===== src/rtl/sar_readout_if.sv =====
// Output stream of sar_readout: FIFO head word with a valid/ready handshake.
interface sar_readout_if #(
   parameter int WIDTH = 10
);
   logic [WIDTH-1:0] out_data;
   logic             out_valid;
   logic             out_ready;

   modport master (output out_data, output out_valid, input out_ready);
   modport slave  (input out_data, input out_valid, output out_ready);
endinterface


===== src/rtl/sar_readout.sv =====
// SAR ADC readout: synchronizes the conversion-complete event, optionally sums
// 2^AVG_LOG2 samples, and queues results in a first-word-fall-through FIFO.
module sar_readout #(
   parameter int ADC_BITS   = 8,
   parameter int AVG_LOG2   = 2,
   parameter int FIFO_DEPTH = 4
) (
   input  logic                        clk,
   input  logic                        rst,
   input  logic                        en,
   input  logic                        clr,
   input  logic                        compl,
   input  logic [0:ADC_BITS-1]         adc_data,
   sar_readout_if.master               out_if,
   output logic [$clog2(FIFO_DEPTH):0] level,
   output logic                        overflow
);
   localparam int OUT_BITS = ADC_BITS + AVG_LOG2;
   localparam int PTR_BITS = $clog2(FIFO_DEPTH);
   localparam int CNT_BITS = (AVG_LOG2 > 0) ? AVG_LOG2 : 1;
   localparam logic [CNT_BITS-1:0] CNT_LAST = CNT_BITS'((1 << AVG_LOG2) - 1);
   localparam logic [CNT_BITS-1:0] CNT_ONE  = CNT_BITS'(1);
   localparam logic [PTR_BITS:0]   PTR_ONE  = (PTR_BITS + 1)'(1);

   logic                s1, s2, s3;
   logic                capture;
   logic [ADC_BITS-1:0] sample;
   logic [OUT_BITS-1:0] acc;
   logic [OUT_BITS-1:0] sum;
   logic [CNT_BITS-1:0] cnt;
   logic [PTR_BITS:0]   wr_ptr, rd_ptr;
   logic [OUT_BITS-1:0] mem [FIFO_DEPTH];
   logic                empty, full;
   logic                push_req, push, pop;

   // NOTE: sequential state uses non-blocking (<=) so every flop samples pre-edge values.
   always_ff @(posedge clk or negedge rst) begin
      if (!rst) begin
         s1 <= 1'b0;
         s2 <= 1'b0;
         s3 <= 1'b0;
      end else begin
         s1 <= compl;
         s2 <= s1;
         s3 <= s2;
      end
   end

   // Falling edge of the synchronized completion flag.
   assign capture = s3 & ~s2;

   // Packed assignment maps leftmost to leftmost, so adc_data[0] (MSB) lands
   // in sample[ADC_BITS-1]: exactly the LSB-first remap.
   assign sample = adc_data;
   assign sum    = (cnt == '0) ? OUT_BITS'(sample) : acc + OUT_BITS'(sample);

   always_ff @(posedge clk or negedge rst) begin
      if (!rst) begin
         acc <= '0;
         cnt <= '0;
      end else if (clr) begin
         acc <= '0;
         cnt <= '0;
      end else if (!en) begin
         cnt <= '0;
      end else if (capture) begin
         acc <= sum;
         cnt <= (cnt == CNT_LAST) ? '0 : cnt + CNT_ONE;
      end
   end

   assign empty    = (wr_ptr == rd_ptr);
   assign full     = (wr_ptr[PTR_BITS] != rd_ptr[PTR_BITS]) &&
                     (wr_ptr[PTR_BITS-1:0] == rd_ptr[PTR_BITS-1:0]);
   assign pop      = ~empty & out_if.out_ready & ~clr;
   assign push_req = capture & en & (cnt == CNT_LAST) & ~clr;
   // When full, a same-cycle pop frees exactly the slot being written.
   assign push     = push_req & (~full | pop);

   // NOTE: the FIFO memory is reset too, so out_data reads 0 straight out of reset.
   always_ff @(posedge clk or negedge rst) begin
      if (!rst) begin
         wr_ptr   <= '0;
         rd_ptr   <= '0;
         overflow <= 1'b0;
         for (int i = 0; i < FIFO_DEPTH; i++) mem[i] <= '0;
      end else if (clr) begin
         wr_ptr   <= '0;
         rd_ptr   <= '0;
         overflow <= 1'b0;
      end else begin
         if (push) begin
            mem[wr_ptr[PTR_BITS-1:0]] <= sum;
            wr_ptr                    <= wr_ptr + PTR_ONE;
         end
         if (pop) rd_ptr <= rd_ptr + PTR_ONE;
         if (push_req && !push) overflow <= 1'b1;
      end
   end

   assign out_if.out_data  = mem[rd_ptr[PTR_BITS-1:0]];
   assign out_if.out_valid = ~empty;
   assign level            = wr_ptr - rd_ptr;
endmodule


===== src/flat_wrapper.sv =====
// flat-port wrapper written by rule: the top's interface ports become plain ports
module sar_readout_flat 
#(
   parameter int ADC_BITS   = 8,
   parameter int AVG_LOG2   = 2,
   parameter int FIFO_DEPTH = 4
)
  (clk, rst, en, clr, compl, adc_data, level, overflow, out_if_out_data, out_if_out_valid, out_if_out_ready);
  sar_readout_if #(.WIDTH(8)) out_if_i ();
  input  logic clk;
  input  logic rst;
  input  logic en;
  input  logic clr;
  input  logic compl;
  input  logic [0:ADC_BITS-1] adc_data;
  output logic [$clog2(FIFO_DEPTH):0] level;
  output logic overflow;
  output wire logic [$bits(out_if_i.out_data)-1:0] out_if_out_data;
  output wire logic [$bits(out_if_i.out_valid)-1:0] out_if_out_valid;
  input wire logic [$bits(out_if_i.out_ready)-1:0] out_if_out_ready;
  assign out_if_out_data = out_if_i.out_data;
  assign out_if_out_valid = out_if_i.out_valid;
  assign out_if_i.out_ready = out_if_out_ready;
  sar_readout #(.ADC_BITS(ADC_BITS), .AVG_LOG2(AVG_LOG2), .FIFO_DEPTH(FIFO_DEPTH)) u_core (.clk(clk), .rst(rst), .en(en), .clr(clr), .compl(compl), .adc_data(adc_data), .out_if(out_if_i), .level(level), .overflow(overflow));
endmodule

===== config.mk =====
export PLATFORM = sky130hd
export DESIGN_NAME = sar_readout_flat
export DESIGN_NICKNAME = d
export VERILOG_FILES = /design/src/rtl/sar_readout_if.sv /design/src/rtl/sar_readout.sv /design/src/flat_wrapper.sv
export SDC_FILE = /design/constraint.sdc
export NUM_CORES = 1
export LEC_CHECK = 0
export ABC_CLOCK_PERIOD_IN_PS = 2500
export CORE_ASPECT_RATIO = 1.4
export CORE_UTILIZATION = 35
export CTS_CLUSTER_SIZE = 12
export DETAILED_ROUTE_END_ITERATION = 8
export SETUP_SLACK_MARGIN = 0.5
export SYNTH_ARGS = -nofsm -noshare
export SYNTH_HDL_FRONTEND = slang
export SYNTH_SLANG_ARGS = --single-unit

===== constraint.sdc =====
create_clock -name clk -period 2.5 [get_ports clk]
set_clock_uncertainty 0.1 [all_clocks]
set_input_delay 0.625 -clock clk [delete_from_list [all_inputs] [get_ports clk]]
set_output_delay 0.625 -clock clk [all_outputs]
set_load 0.02 [all_outputs]

# Word level (Yosys, flattened, before mapping)
# Cells that the tools add are included.
[totals]
latchBits = 0
input_bits = 14
ff_bits = 62
mem_bits_rw = 0
memories = 0
word_cells = 71
rom_bits = 0
[op_classes]
reduce_logical = 12
eq_ne = 5
shifts = 0
mul = 0
div = 0
bitwise_logic = 14
magnitude_cmp = 3
n_addsub = 5
n_mux = 20
[op_table]
columns = ["cell", "count"]
rows = [
  ["two-way mux 10 bit", 5],
  ["bitwise mux 40 bit", 1],
  ["binary-select mux 10 bit (select 2 bit)", 1],
  ["demux 10 bit (select 2 bit)", 1],
  ["two-way mux 8 bit", 2],
  ["two-way mux 3 bit", 4],
  ["adder 10 x 8 -> 10 bit", 1],
  ["nonzero test 2 bit", 5],
  ["two-way mux 2 bit", 4],
  ["bitwise AND 1 bit", 7],
  ["adder 3 x 1 -> 3 bit, second input constant", 2],
  [">= comparator 3 bit, second input constant", 2],
  ["inverter 2 -> 3 bit", 2],
  ["inverter 1 bit", 4],
  ["AND reduction 2 bit", 2],
  ["== test 3 bit", 1],
  ["logical AND 1 bit", 3],
  ["< comparator 3 x 1 -> 1 bit, second input constant", 1],
  ["inequality test 3 x 1 -> 1 bit, second input constant", 1],
  ["subtractor 3 bit", 1],
  ["adder 2 x 1 -> 2 bit, second input constant", 1],
  ["== test 2 bit", 1],
  ["== test 2 bit, second input constant", 1],
  ["zero test 2 bit", 1],
  ["other kinds (4)", 5],
]

# Logic depth before layout (Yosys ltp)
# Gate-level depths: netlist of the first run.
[logic_depth]
depth_word = 10
ltp_mapped = 10
ltp_nobuf = 8

# Worst setup path after synthesis of the first run
# No wires, ideal clock.
[synth_timing]
kind = "input to register"
startpoint = "input adc_data[7] (netlist name)"
endpoint = "register u_core.acc[6]"
path_buffers = 0
setup_ps = 134
slack_ps = 63
arrival_time_ps = 2203
stages = 8
t_required_ps = 2266
cell_sequence = "ha_1 -> fa_1 -> a21o_1 -> a21oi_1 -> o21ai_0 -> xor2_1 -> mux2i_1 -> o21ai_0"
[synth_between]
elab_chain_len = 5
[synth_lines]
columns = ["element", "line_no", "rtl"]
rows = [
  ["start: declaration", "flat_wrapper.sv:15", "input logic [0:ADC_BITS-1] adc_data;"],
  ["adder 10 x 8 -> 10 bit", "sar_readout.sv:55", "assign sum = (cnt == '0) ? OUT_BITS'(sample) : acc + OUT_BITS'(sample);"],
  ["two-way mux 10 bit", "sar_readout.sv:55", ""],
  ["two-way mux 10 bit", "sar_readout.sv:66", "end else if (capture) begin"],
  ["two-way mux 10 bit", "sar_readout.sv:64", "end else if (!en) begin"],
  ["two-way mux 10 bit", "sar_readout.sv:61", "end else if (clr) begin"],
  ["end signal: assignment", "sar_readout.sv:67", "acc <= sum;"],
  ["end: declaration", "sar_readout.sv:28", "logic [OUT_BITS-1:0] acc;"],
]
# Every way passes these cells. The select of a mux whose other input is x is not followed.
# A chain may end at the register's enable or synchronous reset.

# Worst setup path in the final report of the first run
[layout_timing]
startpoint = "register u_core.rd_ptr[0]"
endpoint = "output level[1]"
[layout_between]
elab_chain_len = 1
[layout_lines]
columns = ["element", "line_no", "rtl"]
rows = [
  ["start: declaration", "sar_readout.sv:31", "logic [PTR_BITS:0] wr_ptr, rd_ptr;"],
  ["start signal: assignment", "sar_readout.sv:96", "if (pop) rd_ptr <= rd_ptr + PTR_ONE;"],
  ["subtractor 3 bit", "sar_readout.sv:103", "assign level = wr_ptr - rd_ptr;"],
  ["end: declaration", "flat_wrapper.sv:16", "output logic [$clog2(FIFO_DEPTH):0] level;"],
]
# Every way passes these cells.

==> flow_metrics.py, run 1 <==
metrics = {
    "outcome": {
        "status": "completed",
    },
    "timing": {
        "worst_pin_slew_ns": 0.560,
        "finalCriticalPeriod_ns": 2.33,
        "rsz0062_at_grt": "yes",
        "fin_hold_ws_ns": 0.172,
        "maxSlewViolCount": 0,
        "maxSlewHeadroom_pct": 62.6,
        "finalSetupViolations": 0,
        "max_freq_mhz": 429,
        "finalCritPeriodShare_pct": 93.3,
        "hold_viol_final": 0,
    },
    "layout": {
        "post-route-util_pct": 50.9,
        "n_antenna_cell": 0,
        "nNetsFinal": 348,
        "fin_area_sq_mm": 0.00375,
        "layout-drive-gt1-share_pct": 38.2,
        "fill_cells": 661,
        "syn_to_final_growth_pct": 41.2,
        "final_cells": 414,
    },
    "global_route": {
        "antenna_found_initial": 0,
        "grt_usage_pct": 16.8,
        "grt_pass1_vias": 1953,
        "grt_remaining_overflow": 0,
        "grt_first_pass_wirelength_mm": 9.99,
        "grt_max_degree": 23,
    },
    "logic_synthesis": {
        "ys_types": 32,
        "synth-edff-count": 0,
        "ys_warn_count": 0,
        "async_reset_ff_share_pct": 100,
        "synth_nets": 282,
        "avgSynthCellArea_sq_um": 10.6,
        "seq_area_frac_synth_pct": 49.0,
        "syn_area_sq_mm": 0.00266,
        "synth_ff_type": "dfrtp_1",
        "synthCells": 250,
        "synth-seq-cells": 52,
    },
    "drt": {
        "via_per_inst": 4.93,
        "dr.pass1.iters": 4,
        "drtIter0Drc": 84,
        "route.vias.total": 2043,
        "ant_nets": 0,
        "drt-total-wl_mm": 6.12,
        "drc_errors": 0,
        "routedWlPerCell_um": 14.8,
    },
    "job": {
        "maxCapViolCount": 0,
    },
    "worst_setup_path": {
        "path_cells": "ha_4 > fa_2 > inv_2 > buf_6",
        "crit_path_max_incr_delay_ns": 0.52,
        "end_kind": "primary output",
        "crit_type": "flop to primary output",
        "worstPathArrival_ns": 1.61,
        "startpoint_type": "flop",
        "reg2reg_from": "u_core.acc[0]",
        "cpMaxStageDelayCell": "fa_2",
        "critPathTopFamily": "adder cells",
        "crit_start": "u_core.rd_ptr[0]",
        "cp_num_buf_inv": 2,
        "crit_required_ns": 1.77,
        "cp_max_fo": 3,
    },
    "place": {
        "dp_cells": 393,
        "portBuffers": 26,
        "hpwlAfterDp_mm": 3.98,
        "placed_area_sq_mm": 0.00327,
        "gp_congestion": 0.752,
    },
    "clock_tree": {
        "clkLatencyLatePin_ns": 0.30,
        "cts_num_sinks": 52,
        "path_clk_slew_ns": 0.09,
        "cts_tree": "done",
        "root_buffer": "clkbuf_8",
        "ctsLongestPathBuffers": 2,
        "h-tree-depth": 2,
        "cts_buffers": 5,
        "ctsHoldBuffers": 0,
    },
    "die": {
        "die_y_um": 105,
        "die_area_sq_mm": 0.00795,
        "initial_utilization_pct": 36.1,
        "die_w_um": 75.6,
        "ios": 27,
        "row_count": 37,
        "core_area_sq_mm": 0.00736,
    },
    "power": {
        "p_leak_nw": 1.74,
        "p_per_area_mw_per_mm2": 479,
        "finalPower_mw": 1.80,
        "ir_worst_vdd_v": 0.000332,
    },
    "min_path": {
        "hp-class": "input port to asynchronous set/reset pin",
    },
}
[stage by stage]
| step | setup TNS (ns) | worst slack, ns |
|---|---|---|
| 2_1_floorplan | 0 | 0.315 |
| 3_3_place_gp | -5.40 | -0.293 |
| 3_5_place_dp | -6.19 | -0.355 |
| 4_1_cts | 0 | 0.161 |
| 5_1_grt | 0 | 0.139 |
| 6_report | 0 | 0.168 |
[area by class of cell]
type,count,area [sq um],share of cell area [%]
Multi-Input combinational cell,184,1570,41.8
Inverter,8,30.0,0.801
Clock inverter,3,90.1,2.40
Timing Repair Buffer,65,569,15.2
Tap cell,97,121,3.24
Sequential cell,52,1300,34.8
Clock buffer,5,68.8,1.84
[cell usage after synthesis, types with 3 or more instances]
| cell type | instances | area [sq um] |
|---|---|---|
| a21o_1 | 3 | 22.5 |
| a21oi_1 | 13 | 65.1 |
| buf_2 | 3 | 15.0 |
| buf_6 | 4 | 45.0 |
| dfrtp_1 | 52 | 1300 |
| ha_1 | 16 | 200 |
| inv_1 | 8 | 30.0 |
| mux2i_1 | 3 | 30.0 |
| mux4_2 | 8 | 180 |
| nand2_1 | 46 | 173 |
| nand2_4 | 4 | 45.0 |
| nand3_1 | 4 | 20.0 |
| nor2_1 | 13 | 48.8 |
| o21ai_0 | 12 | 60.1 |
| o21ai_1 | 32 | 160 |
| xnor2_1 | 3 | 26.3 |
| xor2_1 | 7 | 61.3 |
[what timing repair did]
action	CTS	global route
cloned	3	0
gates resized for setup	116	23
endpoints found under the setup margin	53	50
setup buffers	4	6
pin swaps	25	14
[worst paths after layout]
check / to / slack [ns] / depth (start not counted)
max: level[1] / 0.17 / 4
max reg2reg: u_core.mem[26] / 0.37 / 8
max in group asynchronous: u_core.rd_ptr[0] / 1.52 / 2
min in group clk: u_core.s2 / 0.27 / 0
min: u_core.mem[36] / 0.17 / 1
min reg2reg: u_core.s2 / 0.27 / 0
[power by group]
| part | internal [mW] | total (mW) | switching [mW] |
|---|---|---|---|
| clock network | 0.500 | 0.767 | 0.267 |
| registers | 0.848 | 0.854 | 0.00650 |
| logic | 0.0818 | 0.174 | 0.0924 |
| total | 1.43 | 1.80 | 0.366 |
[per-layer routing]
metal	wire, um	vias to the layer above	share of wire (%)	track usage (%)
met5	0	-	0	0
met1	2590	1015	42	22.0
met2	3340	26	55	28.6
met4	73	0	1.2	5.16
met3	114	6	1.9	1.74
li1	-	996	-	-
[state kept, by name, summed over array words and instances (netlist names)]
| signal | count |
|---|---|
| u_core.mem | 32 |
| u_core.acc | 8 |
| u_core.rd_ptr | 3 |
| u_core.wr_ptr | 3 |
| u_core.cnt | 2 |
| u_core.overflow | 1 |
| u_core.s1 | 1 |
| u_core.s2 | 1 |
| u_core.s3 | 1 |
[cells in the final DEF (no fill, tap or decap), types with 2 or more instances in the layout]
cell type / synthesis / final
inv_1: 8 / 5
inv_2: 0 / 3
clkdlybuf4s50_1: 0 / 2
o21ai_1: 32 / 31
nand2_1: 46 / 46
nand2_8: 0 / 3
xor2_1: 7 / 6
dlygate4sd2_1: 0 / 5
mux2i_2: 0 / 2
nand2_4: 4 / 4
dfrtp_2: 0 / 2
buf_12: 0 / 2
a21oi_1: 13 / 7
a21o_1: 3 / 3
dfrtp_1: 52 / 50
o21ai_2: 0 / 8
nand3_1: 4 / 2
xnor2_1: 3 / 2
o21ai_0: 12 / 5
buf_4: 0 / 34
mux4_2: 8 / 8
buf_6: 4 / 14
a21oi_2: 0 / 5
nor2_1: 13 / 13
ha_4: 0 / 7
clkbuf_8: 0 / 5
fa_2: 0 / 2
bufinv_16: 0 / 3
buf_2: 3 / 5
ha_1: 16 / 9
[kinds of logic (layout without fill, tap and decap cells)]
family / Yosys count / count (layout) / share of synthesized area [%]
and+or+nand+nor: 77 / 80 / 13.7
adders and majority gates: 18 / 18 / 9.04
buffers and inverters: 17 / 81 / 3.67
DFF: 52 / 52 / 49.0
muxes: 11 / 11 / 7.91
xor gates and xnor gates: 11 / 11 / 3.91
AOI/OAI and AO/OA: 64 / 64 / 12.8
Note: power is estimated with default switching activity, not from simulation.
==> run 2, diff against run 1 <==
--- a/config.mk
+++ b/config.mk
@@ -7,10 +7,12 @@
 export LEC_CHECK = 0
 export ABC_CLOCK_PERIOD_IN_PS = 2500
 export CORE_ASPECT_RATIO = 1.4
+export CORE_MARGIN = 10
 export CORE_UTILIZATION = 35
 export CTS_CLUSTER_SIZE = 12
 export DETAILED_ROUTE_END_ITERATION = 8
 export SETUP_SLACK_MARGIN = 0.5
+export SLEW_MARGIN = 10
 export SYNTH_ARGS = -nofsm -noshare
 export SYNTH_HDL_FRONTEND = slang
 export SYNTH_SLANG_ARGS = --single-unit
==> flow_metrics.py, run 2 (synthesized netlist as in run 1, its figures left out) <==
metrics = {
    "layout": {
        "n_antenna_cell": 0,
        "nNetsFinal": 346,
        "layout_common_cells": "48 x dfrtp_1, 41 x nand2_1, 33 x o21ai_1",
        "fin_area_sq_mm": 0.00371,
        "syn_to_final_growth_pct": 39.7,
        "layout_commonest_cell": "dfrtp_1",
        "largest_reg_flops": 32,
        "final_cells": 412,
        "top_register": "u_core.mem",
        "layout-drive-gt1-share_pct": 39.4,
        "reg_top3": "u_core.mem x32, u_core.acc x8",
    },
    "drt": {
        "drc_errors": 0,
        "dr.pass1.iters": 4,
        "route.vias.total": 2026,
        "via_per_inst": 4.92,
        "drt-total-wl_mm": 6.15,
        "ant_nets": 0,
        "drtIter0Drc": 107,
        "routedWlPerCell_um": 14.9,
    },
    "place": {
        "placed_area_sq_mm": 0.00325,
        "pre_cts_slack_ns": -0.348,
        "gp_congestion": 0.767,
        "portBuffers": 26,
        "hpwlAfterDp_mm": 4.13,
        "dp_cells": 391,
    },
    "clock_tree": {
        "cts_tree": "done",
        "clkLatencyLatePin_ns": 0.30,
        "root_buffer": "clkbuf_8",
        "h-tree-depth": 2,
        "path_clk_slew_ns": 0.09,
        "cts_num_sinks": 52,
        "ctsLongestPathBuffers": 2,
        "ctsHoldBuffers": 0,
        "cts_buffers": 5,
    },
    "timing": {
        "fin_hold_ws_ns": 0.257,
        "setup_ws_ns": 0.180,
        "finalCriticalPeriod_ns": 2.32,
        "worst_pin_slew_ns": 0.665,
        "max_freq_mhz": 431,
        "finalSetupViolations": 0,
        "maxSlewViolCount": 0,
        "hold_viol_final": 0,
        "rsz0062_at_grt": "yes",
        "maxSlewHeadroom_pct": 55.7,
        "tns_ns": 0,
        "finalCritPeriodShare_pct": 92.8,
    },
    "worst_setup_path": {
        "worstPathArrival_ns": 1.60,
        "crit_type": "flop to primary output",
        "cp_max_fo": 3,
        "rr_endpoint": "u_core.mem[24]",
        "reg2reg_from": "u_core.acc[0]",
        "cpMaxStageDelayCell": "fa_2",
        "rr_worst_depth": 10,
        "r2r_slack_ns": 0.36,
        "crit_path_max_incr_delay_ns": 0.52,
        "crit_required_ns": 1.77,
        "end_kind": "primary output",
        "path_cells": "ha_4 > fa_2 > inv_2 > buf_6",
        "startpoint_type": "flop",
    },
    "die": {
        "initial_utilization_pct": 36.1,
        "core_area_sq_mm": 0.00736,
        "ios": 27,
        "die_w_um": 93.6,
        "die_area_sq_mm": 0.0115,
        "row_count": 37,
        "die_y_um": 123,
    },
    "min_path": {
        "min_path_cells": 0,
        "hp-class": "flop to flop",
        "whs_endpoint": "u_core.s2",
        "hp-start": "u_core.s1",
    },
    "job": {
        "maxCapViolCount": 0,
    },
    "global_route": {
        "grt_remaining_overflow": 0,
        "grt_pass1_vias": 2084,
        "grt_max_degree": 53,
        "antenna_found_initial": 0,
        "grt_usage_pct": 11.2,
        "grt_first_pass_wirelength_mm": 10.5,
    },
    "outcome": {
        "status": "completed",
    },
    "power": {
        "ir_worst_vdd_v": 0.000193,
        "p_leak_nw": 1.71,
        "p_per_area_mw_per_mm2": 430,
    },
}
==> run 2: changes by cell type in the layout (fill, tap and decap cells not counted), moves of 2 or more <==
cell	change
bufinv_16	-2
dfrtp_1	-2
dfrtp_2	+2
nand2_2	+4
o21ai_2	-2
nand2_1	-5
o21ai_1	+2
buf_4	-3
==> run 2: repair_timing <==
| item | in CTS | in global routing |
|---|---|---|
| endpoints found under the hold margin | 0 | 0 |
| cloned | 3 | 0 |
| setup endpoints to repair | 54 | 49 |
| pin swaps | 21 | 23 |
| buffers inserted | 3 | 7 |
| gates resized for setup | 113 | 34 |
==> run 2: worst max-delay path by stage <==
stage / to / from / slack, ns
floorplan: u_core.acc[6] / adc_data[7] / 0.32
global placement: u_core.acc[7] / adc_data[6] / -0.30
detailed placement: u_core.acc[7] / adc_data[6] / -0.35
CTS: out_if_out_data[6] / u_core.rd_ptr[0] / 0.16
global route: out_if_out_data[6] / u_core.rd_ptr[0] / 0.14
finish: level[1] / u_core.rd_ptr[0] / 0.18
==> run 2: layout make-up <==
type                            count  area, sq um
Inverter                            8         30.0
Tap cell                           97          121
Multi-Input combinational cell    184         1580
Clock inverter                      2         38.8
Fill cell                         674         3650
Sequential cell                    52         1310
Clock buffer                        6         72.6
Timing Repair Buffer               63          558
==> run 2: critical path, delay by kind of cell (launching register included) <==
family                   cells  cell delay, ns
adder cells (fa/ha/maj)      2            0.69
flip-flops                   1            0.45
buffers and inverters        2            0.15
==> run 2: through the flow <==
step / util [%] / power (mW)
floorplan: - / 0.935
global placement: 44.2 / 1.01
detailed placement: 44.2 / 1.02
CTS: 48.2 / 1.61
global route: 50.4 / 1.67
finish: 50.4 / 1.60
==> run 2: report_power, final <==
part	switching [mW]	internal, mW
Combinational	0.0884	0.0725
Clock	0.279	0.303
Sequential	0.00612	0.848
Total	0.374	1.22
==> run 2: layer usage <==
layer / global-route usage (%) / vias up / share of wire (%)
li1: - / 990 / -
met5: 0 / - / 0
met4: 3.62 / 0 / 1.2
met3: 1.52 / 7 / 2.8
met1: 13.1 / 997 / 42
met2: 20.5 / 32 / 54
